## src/rtl/mem_read_sequencer.sv

```systemverilog
// mem_read_sequencer: issues a burst of reads to a 1-cycle-latency synchronous
// memory and streams the returned words through a 2-entry valid/ready buffer.
// Reads are throttled so buffered plus in-flight words never exceed the buffer.
module mem_read_sequencer #(
  parameter int ADDR_W = 5,
  parameter int DATA_W = 16,
  parameter int BUF_D  = 2
) (
  input  logic              clk,
  input  logic              rst_n,
  input  logic              start,
  input  logic [ADDR_W-1:0] base_addr,
  input  logic [ADDR_W-1:0] len,
  output logic              busy,
  output logic              done,
  output logic              rd_en,
  output logic [ADDR_W-1:0] rd_addr,
  input  logic [DATA_W-1:0] rd_data,
  output logic              out_valid,
  output logic [DATA_W-1:0] out_data,
  output logic              out_last,
  input  logic              out_ready
);

  typedef enum logic [1:0] {IDLE, READ, DRAIN, DONE} state_t;

  typedef struct packed {
    logic              last;
    logic [DATA_W-1:0] data;
  } entry_t;

  state_t                   state, state_nx;
  logic [ADDR_W-1:0]        base_r, len_r, cnt;
  entry_t [BUF_D-1:0]       ent_q;
  logic [1:0]               occ;
  logic                     inflight, inflight_last;
  logic                     pop, push, last_issue;
  entry_t                   new_ent;

  assign pop        = out_valid & out_ready;
  assign push       = inflight;
  assign last_issue = rd_en && (cnt == len_r - ADDR_W'(1));
  assign new_ent    = '{last: inflight_last, data: rd_data};

  // State register
  always_ff @(posedge clk) begin
    if (!rst_n) state <= IDLE;
    else        state <= state_nx;
  end

  // Next-state logic
  always_comb begin
    state_nx = state;
    case (state)
      IDLE:    if (start) state_nx = (len != '0) ? READ : DONE;
      READ:    if (last_issue) state_nx = DRAIN;
      DRAIN:   if (pop && ent_q[0].last) state_nx = DONE;
      default: state_nx = IDLE;
    endcase
  end

  // Outputs decoded from state; reads issue only while the buffer can absorb them
  always_comb begin
    busy  = (state == READ) || (state == DRAIN);
    done  = (state == DONE);
    rd_en = (state == READ) &&
            (({1'b0, occ} + {2'b0, inflight}) < (3'd2 + {2'b0, pop}));
  end

  assign rd_addr   = base_r + cnt;
  assign out_valid = (occ != 2'd0);
  assign out_data  = ent_q[0].data;
  assign out_last  = ent_q[0].last & out_valid;

  // Burst parameter capture and read counter
  always_ff @(posedge clk) begin
    if (!rst_n) begin
      base_r <= '0;
      len_r  <= '0;
      cnt    <= '0;
    end else if (state == IDLE && start) begin
      base_r <= base_addr;
      len_r  <= len;
      cnt    <= '0;
    end else if (rd_en) begin
      cnt <= cnt + ADDR_W'(1);
    end
  end

  // Tracks the read whose data returns next cycle, tagged if it is the final one
  always_ff @(posedge clk) begin
    if (!rst_n) begin
      inflight      <= 1'b0;
      inflight_last <= 1'b0;
    end else begin
      inflight      <= rd_en;
      inflight_last <= last_issue;
    end
  end

  // Two-entry buffer; entry 0 is always the head presented on out_*
  always_ff @(posedge clk) begin
    if (!rst_n) begin
      ent_q <= '0;
      occ   <= 2'd0;
    end else begin
      case ({push, pop})
        2'b10: begin
          ent_q[occ[0]] <= new_ent;
          occ           <= occ + 2'd1;
        end
        2'b01: begin
          ent_q[0] <= ent_q[1];
          occ      <= occ - 2'd1;
        end
        2'b11: begin
          if (occ == 2'd1) begin
            ent_q[0] <= new_ent;
          end else begin
            ent_q[0] <= ent_q[1];
            ent_q[1] <= new_ent;
          end
        end
        default: ;
      endcase
    end
  end

endmodule

```

## config.mk

```make
export PLATFORM = sky130hd
export DESIGN_NAME = mem_read_sequencer
export DESIGN_NICKNAME = d
export VERILOG_FILES = /design/src/rtl/mem_read_sequencer.sv
export SDC_FILE = /design/constraint.sdc
export NUM_CORES = 1
export LEC_CHECK = 0
export BUFFER_PORTS_ARGS = -buffer_cell sky130_fd_sc_hd__buf_2
export CELL_PAD_IN_SITES_DETAIL_PLACEMENT = 1
export CELL_PAD_IN_SITES_GLOBAL_PLACEMENT = 1
export CORE_MARGIN = 2
export CORE_UTILIZATION = 23
export CTS_BUF_LIST = sky130_fd_sc_hd__clkbuf_16
export DETAILED_ROUTE_END_ITERATION = 8
export PLACE_DENSITY_LB_ADDON = 0.3
export SLEW_MARGIN = 40
export SYNTH_ARGS = -nofsm -noshare
export SYNTH_HDL_FRONTEND = slang
export SYNTH_SLANG_ARGS = --single-unit
```

## constraint.sdc

```tcl
create_clock -name clk -period 2.7 [get_ports clk]
set_clock_uncertainty 0.15 [all_clocks]
set_input_delay 0.27 -clock clk [delete_from_list [all_inputs] [get_ports clk]]
set_output_delay 0.27 -clock clk [all_outputs]
set_load 0.05 [all_outputs]
```

==> impl_metrics.toml <==
[yosys]
ys_types = 37
synth_cells = 307
yosysWarnings = 0
ys_seq_area_share_pct = 38.2
ys_seq_elements = 55
syn_area_per_cell_um2 = 9.38
mappedNetlistNets = 356
synthesis.area_mm2 = 0.00288

[route]
vias = 2186
drt-pass1-iter-count = 6
routedWlPerCell_um = 12.8
wl_um = 6550
vias_per_cell = 4.26
drc = 0
drt_iter0_markers = 77
drtAntennaViolNets = 0

[min_path]
hold_depth = 3
holdCritStartpoint = "base_addr[2]"
min_path_type = "input pin to register"
worst_hold_path.endpoint = "base_r[2]$_SDFFE_PN0P_"

[floorplanning]
die-width_um = 116
fp-row-count = 40
die_h_um = 116
core_mm2 = 0.0121
start_util_pct = 23.8
io_pins = 56
dieArea_mm2 = 0.0134

[sta]
max_slew_margin_pct = 69.3
layout_setup_ws_ns = 0.198
finalCritPeriodShare_pct = 92.7
worst_slew_pin_slew_ns = 0.460
setup_viol = 0
fmax_mhz = 400
drv_slew = 0
hold_violations = 0
setup_tns_ns = 0
fin_crit_ns = 2.50
finalHoldWorstSlack_ns = 0.0685
rsz0062_at_grt = "no"

[power]
powerDensity_mw_per_mm2 = 1050
power_frac_clock_pct = 20.9
power.internal_mw = 1.99
peakVddDrop_mv = 0.417
power.leakage_nw = 1.60
power_frac_seq_pct = 31.2
switching_power_mw = 1.60
combPwrFrac_pct = 48.0
sw_frac_of_total_pct = 44.5

[setup_path]
path_cells = "inv_1 > ha_1 > or3b_1 > a21oi_4 > buf_4 > buf_2"
rr_worst_depth = 11
reg2reg_from = "occ[0]$_SDFFE_PN0P_"
path_class = "register to primary output"
cpPeakStageDelay_ns = 0.44
path_buf_inv = 3
critPathLaunchType = "register"
crit_path_end_kind = "primary output"
cp.required_ns = 2.28
path_max_fanout = 8
timing.rr.end = "out_data[10]$_SDFFE_PN0P_"
rrSetupSlack_ns = 0.32
path_delay_family = "buffers and inverters"
arrival_ns = 2.08
slowest_stage = "dfxtp_1"

[clock_network]
cts_resized = 0
postCtsSetupBuffers = 0
clk_pin_slew_ns = 0.07
clock-sinks = 55
clockBufferDepth = 2
cts_buffers = 5
tritoncts = "done"
h-tree-depth = 2
clk_latency_ns = 0.29
cts_root_buffer = "clkbuf_16"
cts_hold_buf = 0

[final_layout]
drive_gt1_share_pct = 22.6
fillers = 1448
nets = 393
diodes = 0
final_cell_mix = "dfxtp_1, buf_2, nand2_1"
area_delta_synth_final_pct = 18.2
fin_util_pct = 28.1

[placed_design]
port_buffers = 55
place_ws_ns = 0.181
hpwlAfterDp_um = 4800
place_congestion = 0.762

[status]
status = "completed"

[flow_run]
cap_violations = 0

[global_route]
grt_max_degree = 35
grt_usage_pct = 10.1
grt-busiest-layer = "met2"
grt_pass1_wl_um = 10700
overflow = 0
grt_pass1_vias = 2151
antenna_found_initial = 0
grt_util_met3_pct = 2.35
use_met1_pct = 13.0
met2_usage_pct = 16.8
how the worst max path moves through the flow:
stage | startpoint | endpoint | slack (ns) | cells after the start
6_report | occ[0]$_SDFFE_PN0P_ | rd_en | 0.20 | 6
5_1_grt | occ[0]$_SDFFE_PN0P_ | out_data[10]$_SDFFE_PN0P_ | 0.05 | 11
4_1_cts | occ[0]$_SDFFE_PN0P_ | ent_q[16]$_SDFFE_PN0P_ | 0.17 | 10
3_5_place_dp | occ[0]$_SDFFE_PN0P_ | ent_q[16]$_SDFFE_PN0P_ | 0.18 | 11
3_3_place_gp | occ[0]$_SDFFE_PN0P_ | out_data[11]$_SDFFE_PN0P_ | 0.24 | 10
2_1_floorplan | occ[0]$_SDFFE_PN0P_ | out_data[12]$_SDFFE_PN0P_ | 0.02 | 13
power by group through the flow:
stage / sequential (mW) / clock [mW] / combinational, mW
floorplan: 1.11 / 0 / 1.52
global placement: 1.14 / 0 / 1.73
detailed placement: 1.14 / 0 / 1.75
CTS: 1.12 / 0.773 / 1.75
global route: 1.15 / 0.813 / 1.88
finish: 1.12 / 0.749 / 1.72
layer usage:
metal	part of all wire (%)	up-vias
li1	-	1099
met1	49	1055
met2	47	27
met3	2.6	5
met4	1.4	0
met5	0	-
cells by family (layout without fill, tap and decap cells):
kind of cell    Yosys count  count (layout)  synth area share, %
compound gates           60              60                 17.9
flops                    55              55                 38.2
mux                      19              19                 6.60
simple gates             92              92                 15.6
xor+xnor                 16              16                 4.87
buf+inv                  46              84                 8.25
fa+ha+maj                19              19                 8.51
area by class of cell:
type / count / area (um2) / area share, %
clock inverters: 3 / 42.5 / 1.25
well taps: 168 / 210 / 6.17
clock buffers: 5 / 125 / 3.68
repair buffers: 62 / 328 / 9.63
inverters: 14 / 52.6 / 1.54
flip-flops and latches: 55 / 1100 / 32.3
multi-input cells: 206 / 1550 / 45.4
cell usage after synthesis (all sizes together):
library cell | instances | area share, %
a2111oi | 1 | 0.96
a21boi | 11 | 2.9
a21o | 2 | 0.52
a21oi | 4 | 1.1
a22oi | 18 | 4.7
and2 | 3 | 0.70
and2b | 2 | 0.52
and4 | 1 | 0.35
buf | 18 | 4.6
clkbuf | 14 | 1.8
dfxtp | 55 | 38
fa | 1 | 0.70
ha | 18 | 7.8
inv | 14 | 1.8
mux2i | 19 | 6.6
nand2 | 46 | 6.0
nand2b | 3 | 0.65
nand3 | 1 | 0.17
nand3b | 1 | 0.26
nand4 | 1 | 0.22
nor2 | 9 | 1.2
nor2b | 20 | 4.4
nor3 | 3 | 0.52
o2111ai | 1 | 0.30
o211a | 18 | 6.3
o21a | 1 | 0.26
o21ai | 2 | 0.35
o21ba | 1 | 0.35
o31ai | 1 | 0.26
or3b | 1 | 0.30
or4b | 1 | 0.35
xnor2 | 10 | 3.0
xor2 | 6 | 1.8
per-stage QoR:
stage	area, um2	cells	power [mW]
2_1_floorplan	2880	307	2.63
3_3_place_gp	3240	505	2.87
3_5_place_dp	3240	505	2.89
4_1_cts	3400	513	3.65
5_1_grt	3400	513	3.84
6_report	3400	513	3.59
flip-flops by register name, summed over array words and instances (netlist names):
signal / count
len_r: 5
out_data: 16
inflight: 1
ent_q: 18
occ: 2
base_r: 5
state: 2
cnt: 5
inflight_last: 1
worst min-delay path: stages:
cell and delay, ns:
buf_2 0.10, nand2_1 0.04, a21boi_0 0.06
Note: power is estimated with default switching activity, not from simulation.
